--- config.mk ---
export PLATFORM = sky130hd
export DESIGN_NAME = acc_fwd_streamer_flat
export DESIGN_NICKNAME = d
export VERILOG_FILES = /design/src/rtl/acc_fwd_streamer_if.sv /design/src/rtl/acc_fwd_streamer.sv /design/src/flat_wrapper.sv
export SDC_FILE = /design/constraint.sdc
export NUM_CORES = 1
export LEC_CHECK = 0
export ABC_AREA = 1
export CORE_MARGIN = 1
export CORE_UTILIZATION = 28
export CTS_CLUSTER_DIAMETER = 150
export DETAILED_ROUTE_END_ITERATION = 7
export PLACE_DENSITY = 0.51
export SYNTH_ARGS = -nofsm -noshare
export SYNTH_HDL_FRONTEND = slang
export SYNTH_SLANG_ARGS = --single-unit
export TNS_END_PERCENT = 10
--- constraint.sdc ---
create_clock -name clk_i -period 11.93 [get_ports clk_i]
set_input_delay 1.193 -clock clk_i [delete_from_list [all_inputs] [get_ports clk_i]]
set_output_delay 1.193 -clock clk_i [all_outputs]
set_load 0.005 [all_outputs]
--- src/rtl/acc_fwd_streamer_if.sv ---
// acc_fwd_streamer_if
//   Bundles the two streaming links of the accelerator forwarding transmitter:
//   the data-memory read port and the fwd_data/fwd_valid element stream.
//   Optional macro ACC_FWD_IDX_EN adds the per-element (row, col) index lines.
//
//   Signals (directions as seen from the streamer, modport master):
//     mem_req_o    out  read request valid
//     mem_addr_o   out  read byte address
//     mem_gnt_i    in   request accepted this cycle
//     mem_rvalid_i in   in-order read response valid
//     mem_rdata_i  in   read response data
//     fwd_valid_o  out  fwd_data_o holds a valid element
//     fwd_data_o   out  forwarded element
//     fwd_ready_i  in   consumer accepts the element this cycle
//     fwd_row_o    out  row index of the head element   (ACC_FWD_IDX_EN only)
//     fwd_col_o    out  column index of the head element (ACC_FWD_IDX_EN only)
//   modport slave is the mirror image (memory model + consumer side).
interface acc_fwd_streamer_if #(
  parameter int DATA_W = 32,
  parameter int ADDR_W = 32
`ifdef ACC_FWD_IDX_EN
  , parameter int DIM_W = 16
`endif
);
  logic              mem_req_o;
  logic [ADDR_W-1:0] mem_addr_o;
  logic              mem_gnt_i;
  logic              mem_rvalid_i;
  logic [DATA_W-1:0] mem_rdata_i;
  logic              fwd_valid_o;
  logic [DATA_W-1:0] fwd_data_o;
  logic              fwd_ready_i;
`ifdef ACC_FWD_IDX_EN
  logic [DIM_W-1:0]  fwd_row_o;
  logic [DIM_W-1:0]  fwd_col_o;
`endif

  modport master (
    output mem_req_o, mem_addr_o,
    input  mem_gnt_i, mem_rvalid_i, mem_rdata_i,
    output fwd_valid_o, fwd_data_o,
    input  fwd_ready_i
`ifdef ACC_FWD_IDX_EN
    , output fwd_row_o, fwd_col_o
`endif
  );

  modport slave (
    input  mem_req_o, mem_addr_o,
    output mem_gnt_i, mem_rvalid_i, mem_rdata_i,
    input  fwd_valid_o, fwd_data_o,
    output fwd_ready_i
`ifdef ACC_FWD_IDX_EN
    , input fwd_row_o, fwd_col_o
`endif
  );
endinterface

--- src/rtl/acc_fwd_streamer.sv ---
// acc_fwd_streamer
//   Transmitter side of the accelerator forwarding interface. Walks an MxN
//   row-major matrix band by band in the order the pivot controller consumes
//   it (pivot row of the band, then for every other row A[i,q] followed by the
//   band columns except q), reads each element from data memory and presents
//   it on a valid/ready stream through a credit-limited response FIFO.
//   Optional macro ACC_FWD_IDX_EN adds fwd_row_o/fwd_col_o on the interface.
//
//   Ports:
//     clk_i, rst_i      clock, asynchronous active-high reset
//     start_i           one-cycle pulse in IDLE: latch config, begin streaming
//     base_addr_i       byte address of A[0,0] (4-byte elements)
//     m_i, n_i, w_i     rows, columns, band width
//     p_i, q_i          pivot row / pivot column
//     busy_o            high from accepted start until the stream is drained
//     done_o            one-cycle pulse once the last element is consumed
//     bus               acc_fwd_streamer_if.master (memory port + fwd stream)
module acc_fwd_streamer #(
  parameter int DATA_W     = 32,
  parameter int ADDR_W     = 32,
  parameter int DIM_W      = 16,
  parameter int FIFO_DEPTH = 4
) (
  input  logic               clk_i,
  input  logic               rst_i,
  input  logic               start_i,
  input  logic [ADDR_W-1:0]  base_addr_i,
  input  logic [DIM_W-1:0]   m_i,
  input  logic [DIM_W-1:0]   n_i,
  input  logic [DIM_W-1:0]   w_i,
  input  logic [DIM_W-1:0]   p_i,
  input  logic [DIM_W-1:0]   q_i,
  output logic               busy_o,
  output logic               done_o,
  acc_fwd_streamer_if.master bus
);
  localparam int PTR_W = (FIFO_DEPTH > 1) ? $clog2(FIFO_DEPTH) : 1;
  localparam int CNT_W = PTR_W + 1;
  localparam int IDX_W = DIM_W + 1;
  localparam logic [CNT_W:0] CREDIT_MAX = (CNT_W + 1)'(FIFO_DEPTH);

  typedef enum logic [2:0] {IDLE, ROW_P, ROW_IQ, ROW_IJ, DRAIN} state_e;
  state_e state_q, state_d;

  logic [ADDR_W-1:0] base_q;
  logic [IDX_W-1:0]  m_q, n_q, w_q, p_q, q_q;
  logic [IDX_W-1:0]  i_q, i_d, j_q, j_d, band_q, band_d;
  logic [PTR_W-1:0]  wr_ptr_q, rd_ptr_q;
  logic [CNT_W-1:0]  count_q, inflight_q;
  logic [DATA_W-1:0] fifo_mem [FIFO_DEPTH];

  logic [IDX_W-1:0]  band_lim, band_end, first_row, next_row, first_ij, next_ij;
  logic [IDX_W-1:0]  row_sel, col_sel;
  logic [CNT_W:0]    credit_used;
  logic [ADDR_W-1:0] req_addr;
  logic              mem_req, fire, push, pop, fwd_valid;

  // Walk helpers: band_end is the exclusive last column of the current band;
  // row and column steps skip p and q respectively.
  always_comb begin
    band_lim  = band_q + w_q;
    band_end  = (band_lim < n_q) ? band_lim : n_q;
    first_row = (p_q == '0) ? IDX_W'(1) : '0;
    next_row  = (i_q + IDX_W'(1) == p_q) ? i_q + IDX_W'(2) : i_q + IDX_W'(1);
    first_ij  = (band_q == q_q) ? band_q + IDX_W'(1) : band_q;
    next_ij   = (j_q + IDX_W'(1) == q_q) ? j_q + IDX_W'(2) : j_q + IDX_W'(1);
  end

  always_comb begin
    row_sel = i_q;
    col_sel = j_q;
    if (state_q == ROW_P)  row_sel = p_q;
    if (state_q == ROW_IQ) col_sel = q_q;
  end

  // Credit covers both buffered and outstanding reads, so every response has
  // a free FIFO slot. The sum only shrinks while a request waits for grant,
  // which keeps mem_req_o and the address stable until accepted.
  assign credit_used = {1'b0, count_q} + {1'b0, inflight_q};
  assign mem_req     = (state_q == ROW_P || state_q == ROW_IQ || state_q == ROW_IJ) &&
                       (credit_used < CREDIT_MAX);
  assign fire        = mem_req && bus.mem_gnt_i;
  assign req_addr    = base_q + ((ADDR_W'(row_sel) * ADDR_W'(n_q) + ADDR_W'(col_sel)) << 2);
  assign push        = bus.mem_rvalid_i;
  assign fwd_valid   = (count_q != '0);
  assign pop         = fwd_valid && bus.fwd_ready_i;

  always_ff @(posedge clk_i or posedge rst_i) begin
    if (rst_i) state_q <= IDLE;
    else       state_q <= state_d;
  end

  always_comb begin
    state_d = state_q;
    i_d     = i_q;
    j_d     = j_q;
    band_d  = band_q;
    done_o  = 1'b0;
    unique case (state_q)
      IDLE: begin
        if (start_i) begin
          i_d     = '0;
          j_d     = '0;
          band_d  = '0;
          state_d = (m_i == '0 || n_i == '0 || w_i == '0) ? DRAIN : ROW_P;
        end
      end
      ROW_P: begin
        if (fire) begin
          if (j_q + IDX_W'(1) < band_end) j_d = j_q + IDX_W'(1);
          else if (first_row < m_q) begin
            i_d     = first_row;
            state_d = ROW_IQ;
          end else if (band_lim < n_q) begin
            band_d  = band_lim;
            j_d     = band_lim;
          end else state_d = DRAIN;
        end
      end
      ROW_IQ: begin
        if (fire) begin
          if (first_ij < band_end) begin
            j_d     = first_ij;
            state_d = ROW_IJ;
          end else if (next_row < m_q) begin
            i_d     = next_row;
          end else if (band_lim < n_q) begin
            band_d  = band_lim;
            j_d     = band_lim;
            state_d = ROW_P;
          end else state_d = DRAIN;
        end
      end
      ROW_IJ: begin
        if (fire) begin
          if (next_ij < band_end) j_d = next_ij;
          else if (next_row < m_q) begin
            i_d     = next_row;
            state_d = ROW_IQ;
          end else if (band_lim < n_q) begin
            band_d  = band_lim;
            j_d     = band_lim;
            state_d = ROW_P;
          end else state_d = DRAIN;
        end
      end
      DRAIN: begin
        if (count_q == '0 && inflight_q == '0) begin
          done_o  = 1'b1;
          state_d = IDLE;
        end
      end
      default: state_d = IDLE;
    endcase
  end

  always_ff @(posedge clk_i or posedge rst_i) begin
    if (rst_i) begin
      base_q <= '0;
      m_q    <= '0;
      n_q    <= '0;
      w_q    <= '0;
      p_q    <= '0;
      q_q    <= '0;
      i_q    <= '0;
      j_q    <= '0;
      band_q <= '0;
    end else begin
      i_q    <= i_d;
      j_q    <= j_d;
      band_q <= band_d;
      if (state_q == IDLE && start_i) begin
        base_q <= base_addr_i;
        m_q    <= IDX_W'(m_i);
        n_q    <= IDX_W'(n_i);
        w_q    <= IDX_W'(w_i);
        p_q    <= IDX_W'(p_i);
        q_q    <= IDX_W'(q_i);
      end
    end
  end

  always_ff @(posedge clk_i or posedge rst_i) begin
    if (rst_i) begin
      wr_ptr_q   <= '0;
      rd_ptr_q   <= '0;
      count_q    <= '0;
      inflight_q <= '0;
    end else begin
      if (push) wr_ptr_q <= wr_ptr_q + PTR_W'(1);
      if (pop)  rd_ptr_q <= rd_ptr_q + PTR_W'(1);
      unique case ({push, pop})
        2'b10:   count_q <= count_q + CNT_W'(1);
        2'b01:   count_q <= count_q - CNT_W'(1);
        default: count_q <= count_q;
      endcase
      unique case ({fire, push})
        2'b10:   inflight_q <= inflight_q + CNT_W'(1);
        2'b01:   inflight_q <= inflight_q - CNT_W'(1);
        default: inflight_q <= inflight_q;
      endcase
    end
  end

  always_ff @(posedge clk_i) begin
    if (push) fifo_mem[wr_ptr_q] <= bus.mem_rdata_i;
  end

  assign bus.mem_req_o   = mem_req;
  assign bus.mem_addr_o  = mem_req ? req_addr : '0;
  assign bus.fwd_valid_o = fwd_valid;
  assign bus.fwd_data_o  = fwd_valid ? fifo_mem[rd_ptr_q] : '0;
  assign busy_o          = (state_q != IDLE);

`ifdef ACC_FWD_IDX_EN
  // Indices enter at grant time and leave on the forward pop. Entries live
  // from grant to pop, so the credit limit also bounds this queue, and its
  // read side advances in lockstep with the data FIFO (shared read pointer).
  logic [DIM_W-1:0] idx_row_mem [FIFO_DEPTH];
  logic [DIM_W-1:0] idx_col_mem [FIFO_DEPTH];
  logic [PTR_W-1:0] idx_wr_q;

  always_ff @(posedge clk_i or posedge rst_i) begin
    if (rst_i)     idx_wr_q <= '0;
    else if (fire) idx_wr_q <= idx_wr_q + PTR_W'(1);
  end

  always_ff @(posedge clk_i) begin
    if (fire) begin
      idx_row_mem[idx_wr_q] <= row_sel[DIM_W-1:0];
      idx_col_mem[idx_wr_q] <= col_sel[DIM_W-1:0];
    end
  end

  assign bus.fwd_row_o = fwd_valid ? idx_row_mem[rd_ptr_q] : '0;
  assign bus.fwd_col_o = fwd_valid ? idx_col_mem[rd_ptr_q] : '0;
`endif
endmodule

--- src/flat_wrapper.sv ---
// flat-port wrapper written by rule: the top's interface ports become plain ports
module acc_fwd_streamer_flat 
#(
  parameter int DATA_W     = 32,
  parameter int ADDR_W     = 32,
  parameter int DIM_W      = 16,
  parameter int FIFO_DEPTH = 4
)
  (clk_i, rst_i, start_i, base_addr_i, m_i, n_i, w_i, p_i, q_i, busy_o, done_o, bus_mem_req_o, bus_mem_addr_o, bus_mem_gnt_i, bus_mem_rvalid_i, bus_mem_rdata_i, bus_fwd_valid_o, bus_fwd_data_o, bus_fwd_ready_i);
  acc_fwd_streamer_if #(.DATA_W(DATA_W), .ADDR_W(ADDR_W)) bus_i ();
  input  logic clk_i;
  input  logic rst_i;
  input  logic start_i;
  input  logic [ADDR_W-1:0] base_addr_i;
  input  logic [DIM_W-1:0] m_i;
  input  logic [DIM_W-1:0] n_i;
  input  logic [DIM_W-1:0] w_i;
  input  logic [DIM_W-1:0] p_i;
  input  logic [DIM_W-1:0] q_i;
  output logic busy_o;
  output logic done_o;
  output wire logic [$bits(bus_i.mem_req_o)-1:0] bus_mem_req_o;
  output wire logic [$bits(bus_i.mem_addr_o)-1:0] bus_mem_addr_o;
  input wire logic [$bits(bus_i.mem_gnt_i)-1:0] bus_mem_gnt_i;
  input wire logic [$bits(bus_i.mem_rvalid_i)-1:0] bus_mem_rvalid_i;
  input wire logic [$bits(bus_i.mem_rdata_i)-1:0] bus_mem_rdata_i;
  output wire logic [$bits(bus_i.fwd_valid_o)-1:0] bus_fwd_valid_o;
  output wire logic [$bits(bus_i.fwd_data_o)-1:0] bus_fwd_data_o;
  input wire logic [$bits(bus_i.fwd_ready_i)-1:0] bus_fwd_ready_i;
  assign bus_mem_req_o = bus_i.mem_req_o;
  assign bus_mem_addr_o = bus_i.mem_addr_o;
  assign bus_i.mem_gnt_i = bus_mem_gnt_i;
  assign bus_i.mem_rvalid_i = bus_mem_rvalid_i;
  assign bus_i.mem_rdata_i = bus_mem_rdata_i;
  assign bus_fwd_valid_o = bus_i.fwd_valid_o;
  assign bus_fwd_data_o = bus_i.fwd_data_o;
  assign bus_i.fwd_ready_i = bus_fwd_ready_i;
  acc_fwd_streamer #(.DATA_W(DATA_W), .ADDR_W(ADDR_W), .DIM_W(DIM_W), .FIFO_DEPTH(FIFO_DEPTH)) u_core (.clk_i(clk_i), .rst_i(rst_i), .start_i(start_i), .base_addr_i(base_addr_i), .m_i(m_i), .n_i(n_i), .w_i(w_i), .p_i(p_i), .q_i(q_i), .busy_o(busy_o), .done_o(done_o), .bus(bus_i));
endmodule
Word level (Yosys, flattened, before mapping)
Memory sizes are Yosys's and may differ from the RTL's.
Cells that the tools add are included.
{"block": "word_totals", "wordCells": 147, "input_bits": 150, "ram_bits": 128, "memories": 1, "regBits": 176, "out_inout_bits": 68}
{"memory": "u_core.fifo_mem", "words": 4, "width": 32, "rd": 1, "rd_ports_with_merged_regs": 0, "wr": 1, "line_no": "acc_fwd_streamer.sv:50", "text": "logic [DATA_W-1:0] fifo_mem [FIFO_DEPTH];"}
{"block": "op_classes", "order_cmp": 7, "n_reduce_logical": 25, "mul": 1, "eq_ne": 24, "n_mux": 60, "addsub": 15}
{"op": "two-way mux 17 bit", "count": 33}
{"op": "case mux 17 bit (4 select lines)", "count": 3}
{"op": "two-way mux 32 bit", "count": 2}
{"op": "adder 17 x 1 -> 17 bit (second input constant)", "count": 3}
{"op": "equality test 17 x 16 -> 1 bit", "count": 3}
{"op": "less-than comparator 17 x 16 -> 1 bit", "count": 3}
{"op": "less-than comparator 17 bit", "count": 3}
{"op": "zero test 16 bit", "count": 3}
{"op": "two-way mux 3 bit", "count": 14}
{"op": "adder 17 x 2 -> 17 bit (second input constant)", "count": 2}
{"op": "adder 32 bit", "count": 1}
{"op": "adder 30 x 17 -> 30 bit", "count": 1}
{"op": "multiplier 17 x 16 -> 30 bit", "count": 1}
{"op": "AND reduction 9 bit", "count": 3}
{"op": "adder 17 x 16 -> 17 bit", "count": 1}
{"op": "zero test 17 bit", "count": 1}
{"op": "case mux 3 bit (5 select lines)", "count": 1}
{"op": "inequality test 2 bit (second input constant)", "count": 6}
{"op": "case mux 3 bit (2 select lines)", "count": 2}
{"op": "zero test 3 bit", "count": 3}
{"op": "inequality test 3 bit (second input constant)", "count": 3}
{"op": "inequality test 2 x 1 -> 1 bit (second input constant)", "count": 4}
{"op": "adder 3 x 1 -> 3 bit (second input constant)", "count": 2}
{"op": "equality test 3 x 2 -> 1 bit (second input constant)", "count": 2}
{"op": "15 further kinds", "count": 32}

Depth between registers and ports, before layout
Gate-level depths: netlist of run 1.
{"block": "logic_depth", "depth_word": 8, "depth_mapped": 45, "mapped_depth_nobuf": 42}

Worst setup path before layout of run 1
Ideal clock, no wire load.
{"block": "synth_path", "path_kind": "reg2out", "start": "register u_core.state_q[0]", "end": "output port bus_mem_addr_o[31]", "required_ns": 10.737, "stages_incl_launch_ff": 37, "arrival_ns": 8.337, "path_slack_ns": 2.400, "path_cell_list": "dfrtp_1 > inv_1 > nor3_1 > inv_1 > clkbuf_1 > buf_1 > clkbuf_1 > nand2_1 > o21ai_1 > nor2_1 > fa_1 > inv_1 > fa_1 > fa_1 > fa_1 > inv_1 > fa_1 > inv_1 > fa_1 > inv_1 > ha_1 > a21oi_1 > a21boi_0 > o21ai_0 > a21boi_0 > o21bai_1 > a21boi_0 > o21ai_0 > xor2_1 > ha_1 > a21oi_1 > o21ai_0 > a221oi_1 > o21ai_0 > a21oi_1 > o21ai_0 > a21oi_1"}
{"block": "synth_via", "elab_chain_len": 6, "word_cells_on_any_way": 12}
{"item": "start: declaration", "line_no": "acc_fwd_streamer.sv:43", "text": "state_e state_q, state_d;"}
{"item": "start signal: assignment", "line_no": "acc_fwd_streamer.sv:90", "text": "else state_q <= state_d;"}
{"item": "equality test 3 x 1 -> 1 bit", "line_no": "acc_fwd_streamer.sv:72, acc_fwd_streamer.sv:80"}
{"item": "two-way mux 17 bit", "line_no": "acc_fwd_streamer.sv:72", "text": "if (state_q == ROW_P) row_sel = p_q;"}
{"item": "multiplier 17 x 16 -> 30 bit", "line_no": "acc_fwd_streamer.sv:83", "text": "assign req_addr = base_q + ((ADDR_W'(row_sel) * ADDR_W'(n_q) + ADDR_W'(col_sel)) << 2);"}
{"item": "adder 30 x 17 -> 30 bit", "line_no": "acc_fwd_streamer.sv:83"}
{"item": "adder 32 bit", "line_no": "acc_fwd_streamer.sv:83"}
{"item": "two-way mux 32 bit (*)", "line_no": "acc_fwd_streamer.sv:210", "text": "assign bus.mem_addr_o = mem_req ? req_addr : '0;"}
{"item": "end: declaration", "line_no": "flat_wrapper.sv:23", "text": "output wire logic [$bits(bus_i.mem_addr_o)-1:0] bus_mem_addr_o;"}
Mark *: on every way between the ends. The rest lies on a longest branch, timed or not.

Worst setup path in the final report of run 1
{"block": "layout_path", "start": "register u_core.state_q[2]", "end": "output port bus_mem_addr_o[31]"}
Same word-level chain as after synthesis.

==> results of run 1 <==
## sequential cells by signal, indices dropped and copies added (netlist names)
name / count
u_core.wr_ptr_q: 2
u_core.q_q: 16
u_core.state_q: 3
u_core.j_q: 17
u_core.rd_ptr_q: 2
u_core.band_q: 17
u_core.i_q: 17
u_core.inflight_q: 3
u_core.p_q: 16
u_core.n_q: 16
u_core.m_q: 16
u_core.count_q: 3
u_core.base_q: 32
u_core.fifo_mem: 128
u_core.w_q: 16
## repair_timing
item | CTS | global route
gates resized for setup | 1 | 7
buffers inserted | 0 | 2
hold buffers | 0 | 0
gates cloned | 0 | 1
setup endpoints to repair | 1 | 5
hold endpoints to repair | 0 | 0
## placed cells by master (no fill, tap or decap), types with 9 or more instances in the layout
cell             netlist  final
nor3_1                19     17
clkinv_2               0      9
o21ai_1               14     15
nand3_1              138    137
nand4_1               44     44
inv_1                580    574
dfrtp_1              176    174
mux2_2                52     52
buf_4                  4     44
inv_2                  8     12
o211ai_1              10     10
o21bai_1               9      9
nand2_1              800    800
clkdlybuf4s50_1        0    217
nand2_2               13     13
nor4_1                28     28
xnor2_1               33     33
a21oi_1              244    244
nor2_1               464    463
o21ai_0              229    226
ha_1                 227    227
clkbuf_16              0     42
fa_1                 227    227
edfxtp_1             128    128
xor2_1                78     78
o21ai_2               17     19
or2_2                 13     13
## critical path: cells and delay by family (launching register included)
family,cells,cell delay [ns]
AOI/OAI and AO/OA,14,3.19
xor gates and xnor gates,1,0.18
adders and majority gates,8,3.66
buffers and inverters,7,1.51
DFF,1,0.45
and+or+nand+nor,2,0.58
## worst max path at each step
stage	slack, ns	endpoint	cells past startpoint	start
after detailed placement	0.70	bus_mem_addr_o[31]	32	u_core.state_q[2]$_DFFE_PP0P_
after CTS	0.21	bus_mem_addr_o[31]	34	u_core.state_q[2]$_DFFE_PP0P_
after global routing	0.05	bus_mem_addr_o[31]	30	u_core.state_q[2]$_DFFE_PP0P_
after global placement	0.96	bus_mem_addr_o[31]	32	u_core.state_q[2]$_DFFE_PP0P_
final	0.57	bus_mem_addr_o[31]	32	u_core.state_q[2]$_DFFE_PP0P_
after floorplan	2.40	bus_mem_addr_o[31]	36	u_core.state_q[0]$_DFFE_PP0P_
## kinds of logic (layout without fill, tap and decap cells)
logic type | count (synthesis) | in the layout
AND/OR/NAND/NOR | 1552 | 1552
buffers and inverters | 718 | 933
AO/OA/AOI/OAI | 572 | 572
adder cells (fa/ha/maj) | 454 | 454
flip-flops | 304 | 304
XOR/XNOR | 114 | 114
multiplexers | 52 | 52
other | 1 | 5
## final cells by class
class	count	area share
inverters	596	0.06459
well taps	1380	0.04960
multi-input cells	2747	0.5359
clock inverters	23	0.008267
diodes	2	0.0001438
flip-flops and latches	304	0.2370
repair inverters	1	0.0002157
repair buffers	261	0.07189
clock buffers	52	0.03242
## through the flow
step	util	cells	hold slack [ns]	cell area (um^2)	worst slack [ns]
finish	0.3340	5366	0.5036	34810	0.5699
global route	0.3339	5365	0.5279	34810	0.04583
CTS	0.3335	5361	0.5150	34760	0.2067
detailed placement	0.3199	5286	0.5027	33350	0.7026
global placement	0.3199	5286	0.4935	33350	0.9615
floorplan	-	3769	0.4594	29620	2.400
## metal layers
layer,up-vias,routed length (um),track usage
li1,12460,-,-
met1,12650,47690,0.2699
met2,716,49400,0.3218
met3,158,6820,0.03597
met4,24,2925,0.05679
met5,-,151,0
==> summary by stage, run 1 <==
Timing
The final setup skew is 0.03256 ns. In this run the tightest slew margin relative to its limit is 0.1989. The final-report setup violation count is 0.

Setup total negative slack on the finished layout was measured at 0 ns. The achievable frequency is 88.03 MHz. Setup repair after global routing left no endpoint under its margin. The ratio of final minimum period to clock period is 0.9522. The smallest clock period supported by the final layout is computed as 11.36 ns.

The transition time at the pin with the least slew margin is 1.202 ns. The final hold violation count is 0. The max-slew violation count is 0.

Synth
The fraction of the mapped netlist area in compound gates came to 0.1055. After synthesis, the largest family of logic cells by area is adder cells. The most used flip-flop cell after synthesis is dfrtp_1. After synthesis, the share of cell area in mux cells is 0.01977.

After synthesis, the cell types taking the most area are fa_1, dfrtp_1, edfxtp_1. The post-synthesis xor/xnor area fraction is 0.03490. The fraction of synthesis flops using an asynchronous set or reset pin is 0.5789. The adder-cell area share of the yosys netlist is 0.2494.

The basic-gate share of the synthesized area counting and, or, nand and nor cells is 0.2186. The most frequent cell after synthesis is nand2_1. In the synthesized netlist, the number of instances is 3767.

The number of storage elements in the synthesis netlist is 304. Averaged over all synthesized cells, the footprint is 7.861 um^2. The commonest cells after synthesis are nand2_1, inv_1, nor2_1. Of the synthesized area, sequential elements account for 0.2785. The biggest area contributor in the post-synthesis netlist is fa_1. The number of synthesized flops with an enable pin is 128. Counting distinct cell types in the post-synthesis netlist gives 64.

The area share of the leading cell type in the synthesized netlist is 0.1535. The cell area after synthesis is 29610 um^2. The number of warnings issued by yosys is 0.

Critical path
The maximum cell stage delay along the critical path is 0.54 ns. For this design, the slowest cell found on the critical path is fa_1. The origin of the critical flop-to-flop path is u_core.band_q[2]$_DFFE_PP0P_. In this run the register-to-register setup slack is 3.29 ns. The endpoint identified for the worst register-to-register timing path is u_core.band_q[3]$_DFFE_PP0P_.

The most common cell type on the critical path is fa_1. STA puts the critical path data required time at 10.74 ns. The critical path in this run is classified as reg -> out. Of all nets on the critical path, the largest fanout is 14.

The worst setup path is captured at an output pin. The worst-case reg-to-reg path depth is 32. STA classifies the critical path startpoint as a flop. At the worst endpoint, the arrival time is 10.17 ns.

Clock network
The maximum clock path buffer count is 3. The clock transition at the registers of the reported paths is 0.06 ns. The clock sink count is 304. In this run, CTS created clock tree buffers numbering 41. TritonCTS built the clock tree.

CTS built an H-tree with a depth of 2. The clock latency on the worst-skew pair is 0.62 ns. The cell sitting at the root of the clock tree is a clkbuf_16.

Detailed routing
After detailed routing, the number of remaining DRC violations is 0. The number of nets with antenna violations after routing is 0. The average via count per standard cell is 4.847.

The detailed-routing iteration count for the pre-antenna-repair pass is 5. The detailed router placed 26010 vias in this run. In this run, the number of DRC markers left after iteration 0 of detailed routing was 1786. The overall routed net length is 107.0 mm. In the final routed layout, each cell accounts on average for 19.94 um.

Die
The area of the die is 107100 um^2. The chip width is 327.2 um. The count of pins on the block boundary is 218. After floorplanning, the core was sized to cover 104200 um^2. In this run the core area contains 118 standard-cell rows. The die span in y is 327.2 um. The starting density of the core is 0.2841.

Cells and area
The area growth from synthesis to final layout is 17.55%. The sequential standard cell area is 8250 um^2. For this run, the post-layout net count is 4556.

In the final layout, the share of cells above drive strength 1 is 0.06451. Summing all multi-input logic gate instances after layout gives 18650 um^2. Fill cells in the final layout number 11150.

Global routing
The total overflow left after global routing is 0. Entering global routing, the biggest net connects 94 pins. Across every metal layer, demand over resource in global routing totals 0.1988. The first global-routing pass estimated 160.9 mm of wire. The number of global-route vias before repair is 25670. The number of antenna violations at the first check in global routing is 14.

Min path
The worst hold path terminates at u_core.inflight_q[0]$_DFFE_PP0P_. Along the worst hold path, the cell count comes to 1. The worst min-delay path category is reg -> reg. The startpoint of the tightest hold check path is u_core.inflight_q[0]$_DFFE_PP0P_.

Placement
The post-DP HPWL is 83.88 mm. During placement, the flow inserted port buffers numbering 217. Routability-driven placement finished with a final weighted congestion of 0.9368.

Run status
The run finished with clean final reports.

Run
The count of maximum capacitance violations is 0.
Power of run 1 is left out: the tool's default activity adds up to more than one toggle a clock period on the data nets, which glitch-free logic cannot reach.
==> run 2: changes to the inputs <==
--- a/config.mk
+++ b/config.mk
@@ -11,6 +11,7 @@
 export CTS_CLUSTER_DIAMETER = 150
 export DETAILED_ROUTE_END_ITERATION = 7
 export PLACE_DENSITY = 0.51
+export SKIP_LAST_GASP = 1
 export SYNTH_ARGS = -nofsm -noshare
 export SYNTH_HDL_FRONTEND = slang
 export SYNTH_SLANG_ARGS = --single-unit
==> results of run 2 <==
Same layout as run 1: the final DEF is identical, and so are final timing and power.
Power of run 2 is left out for the same reason.
==> run 3: changes to the inputs <==
--- a/config.mk
+++ b/config.mk
@@ -6,11 +6,13 @@
 export NUM_CORES = 1
 export LEC_CHECK = 0
 export ABC_AREA = 1
+export CAP_MARGIN = 15
 export CORE_MARGIN = 1
 export CORE_UTILIZATION = 28
 export CTS_CLUSTER_DIAMETER = 150
 export DETAILED_ROUTE_END_ITERATION = 7
 export PLACE_DENSITY = 0.51
+export RECOVER_POWER = 100
 export SKIP_LAST_GASP = 1
 export SYNTH_ARGS = -nofsm -noshare
 export SYNTH_HDL_FRONTEND = slang
==> constraint.sdc (replaced) <==
create_clock -name clk_i -period 14.24 [get_ports clk_i]
set_input_delay 1.424 -clock clk_i [delete_from_list [all_inputs] [get_ports clk_i]]
set_output_delay 1.424 -clock clk_i [all_outputs]
set_load 0.005 [all_outputs]
==> run 3 against run 2 <==
Net effect:
- the run now ends with capacitance limit, slew limit left
- non-clock buffer count fell by 18
- global-route usage fell by 0.39 points
- sequential cell count did not move
- design area fell by 1.1%
- hold slack improved by 0.0090 ns
- wire length fell by 2.2%
- sequential share of layout area rose by 0.26 points
- critical endpoint unchanged
==> summary by stage, run 3 (synthesis results as in run 1) <==
Placement
The weighted congestion at the end of routability-driven global placement is 0.9556 (+2.0%). The post-DP HPWL was 82.38 mm (-1.8%). The placement-stage cell area was 33230 um^2 (-0.36%). The number of placed instances, taps included is 5270 (-0.30%).

The count of buffers inserted at the top-level ports is 217 (unchanged).

Run status
The flow ran to the end, but the final reports show violations. The checks that failed: capacitance limit, slew limit.

Detailed routing
The final routed DRC violation total is 0 (unchanged). The number of nets with antenna violations after routing is 0 (unchanged). The number of DRC markers after the initial detailed-route iteration is 1570 (-12%). The number of vias after detailed routing came to 25980 (-0.12%).

The average via count per standard cell is 4.856 (+0.18%). The routed length per placed instance is 19.57 um (-1.9%). The detailed-routing iteration count for the pre-antenna-repair pass is 6 (+1). The overall routed net length came to 104.7 mm (-2.2%).

Global routing
The number of global-route vias before repair is 25760 (+0.34%). The number of antenna violations at the first check in global routing was 23 (+9). The total global-route track usage is 0.1949 (-0.003864). The pin count of the biggest net entering global routing is 78 (-17%). The global-route wire length before repair is 158.7 mm (-1.4%). The overflow left after global routing is 0 (unchanged).

Cells and area
u_core.fifo_mem holds more flip-flops than any other register. The number of non-filler instances in the completed layout is 5350 (-0.30%). The fraction of layout instances using a drive strength above 1 is 0.04917 (-0.01534). The flip-flop count of the largest register after layout is 128 (unchanged). The final cell area excluding filler cells is 34430 um^2 (-1.1%). The area growth from synthesis to final layout is 16.26%.

The number of fill cells in the layout is 11310 (+1.4%). In the layout the commonest cells are nand2_1, inv_1, nor2_1. Leaving out fill and tap cells, the most frequent cell in the layout is nand2_1. The largest registers in the layout are u_core.fifo_mem: 128 flops, u_core.base_q: 32 flops. The net total in the final layout is 4537 (-0.42%).

Clock network
The number of buffers added for setup after CTS is 0 (unchanged). The number of buffers inserted during clock tree synthesis was 41 (unchanged). The clock transition at the registers of the reported paths is 0.06 ns (about the same). The total number of H-tree levels is 2 (unchanged). Clock tree synthesis selected as its root buffer the cell clkbuf_16. The clock sink count came to 304 (unchanged). The maximum clock path buffer count is 3 (unchanged). The clock latency on the worst-skew pair is 0.62 ns (about the same).

The post-cts gate resize count came to 0 (-1). The post-cts hold buffer count is 0 (unchanged). TritonCTS built the clock tree.

Min path
The worst min-delay path category is reg -> reg.

Timing
Setup repair after global routing left no endpoint under its margin. The achievable frequency is 78.70 MHz. The transition time at the pin with the least slew margin is 3.969 ns (+2.767 ns). The final critical delay including setup and external delays is 12.71 ns. The post-route worst hold slack came to 0.5126 ns (+0.008987 ns). The max-slew violation count is 697 (+697).

The remaining max-slew budget at the tightest pin came to -1.661 (-1.859). The final setup skew is 0.02540 ns (-0.007158 ns). The final hold violation count is 0 (unchanged).

The ratio of final minimum period to clock period is 0.8923. The final-layout setup total negative slack was 0 ns (unchanged). The final-report setup violation count came to 0 (unchanged).

Critical path
The cell with the largest stage delay on the worst path is clkbuf_1. The nature of the critical path endpoint is an output pin. The arrival time at the worst endpoint is 11.28 ns (+1.11 ns). The slack of the worst reg-to-reg path came to 3.80 ns (+0.51 ns). The number of buffer and inverter instances along the worst setup path is 8 (+1).

By instance count, the cell type seen most on the critical path is o21ai_0. In this design, the largest share of critical-path delay is due to compound AO/OA/AOI/OAI gates. The maximum cell stage delay along the critical path is 1.06 ns (+0.52 ns). STA classifies the critical path startpoint as a flop. The worst endpoint required time is 12.82 ns (+2.08 ns). The critical path is of the reg -> out type. The largest fanout on the critical path is 28 (+14).

Die
The area of the core is 104200 um^2 (unchanged). The die span in y is 327.2 um (unchanged). The number of rows created at floorplan is 118 (unchanged). The starting density of the core is 0.2841 (unchanged). The count of pins on the block boundary is 218 (unchanged). The chip width is 327.2 um (unchanged). The area of the die is 107100 um^2 (unchanged).

Run
The count of maximum capacitance violations is 14 (+14).
-- run 3: changes by cell type in the layout (fill, tap and decap cells not counted), moves of 6 or more --
cell	previous run	this run
o21ai_2	19	3
inv_1	574	580
dlygate4sd3_1	0	100
buf_4	44	14
clkbuf_1	6	20
clkdlybuf4s50_1	217	117
inv_2	12	6
o21ai_0	226	242
-- run 3: metrics by stage --
stage,utilization,worst slack [ns]
2_1_floorplan,-,4.479
3_3_place_gp,0.3188,2.778
3_5_place_dp,0.3188,2.579
6_report,0.3303,1.534
5_1_grt,0.3302,0.5864
4_1_cts,0.3318,1.893
-- run 3: area by class of cell --
cell class,count,area (um^2),share of cell area
clock buffers,55,1161,0.03373
repair buffers,243,2322,0.06745
flip-flops and latches,304,8250,0.2397
diodes,4,10.01,0.0002908
clock inverters,21,192.7,0.005597
inverters,596,2238,0.06502
well taps,1380,1727,0.05015
multi-input cells,2747,18530,0.5381
-- run 3: path summary, 6_finish.rpt --
kind                                               start                             to  cells past startpoint
max                        u_core.state_q[1]$_DFFE_PP0P_             bus_mem_addr_o[31]                     33
min                         u_core.base_q[1]$_DFFE_PP0P_   u_core.base_q[1]$_DFFE_PP0P_                      2
max reg2reg                 u_core.band_q[2]$_DFFE_PP0P_   u_core.band_q[2]$_DFFE_PP0P_                     35
min reg2reg                 u_core.base_q[1]$_DFFE_PP0P_   u_core.base_q[1]$_DFFE_PP0P_                      2
max in group asynchronous                          rst_i   u_core.band_q[1]$_DFFE_PP0P_                      3
min in group asynchronous                          rst_i  u_core.base_q[15]$_DFFE_PP0P_                      2
-- run 3: worst register-to-register path, delay by kind of cell, from the launching register on --
kind | cells | cell delay [ns]
XOR/XNOR | 1 | 0.45
AO/OA/AOI/OAI | 13 | 2.69
buffers and inverters | 3 | 1.71
flip-flops | 1 | 0.47
AND/OR/NAND/NOR | 15 | 3.99
adder cells (fa/ha/maj) | 3 | 1.05
-- run 3: per-layer routing --
| layer | share of wire | up-vias | wire (um) | track usage |
|---|---|---|---|---|
| li1 | - | 12400 | - | - |
| met1 | 0.44 | 12580 | 45600 | 0.2571 |
| met2 | 0.46 | 789 | 47730 | 0.3110 |
| met3 | 0.071 | 186 | 7405 | 0.04572 |
| met4 | 0.036 | 32 | 3738 | 0.06837 |
| met5 | 0.0019 | - | 203 | 0 |
Power of run 3 is left out for the same reason.
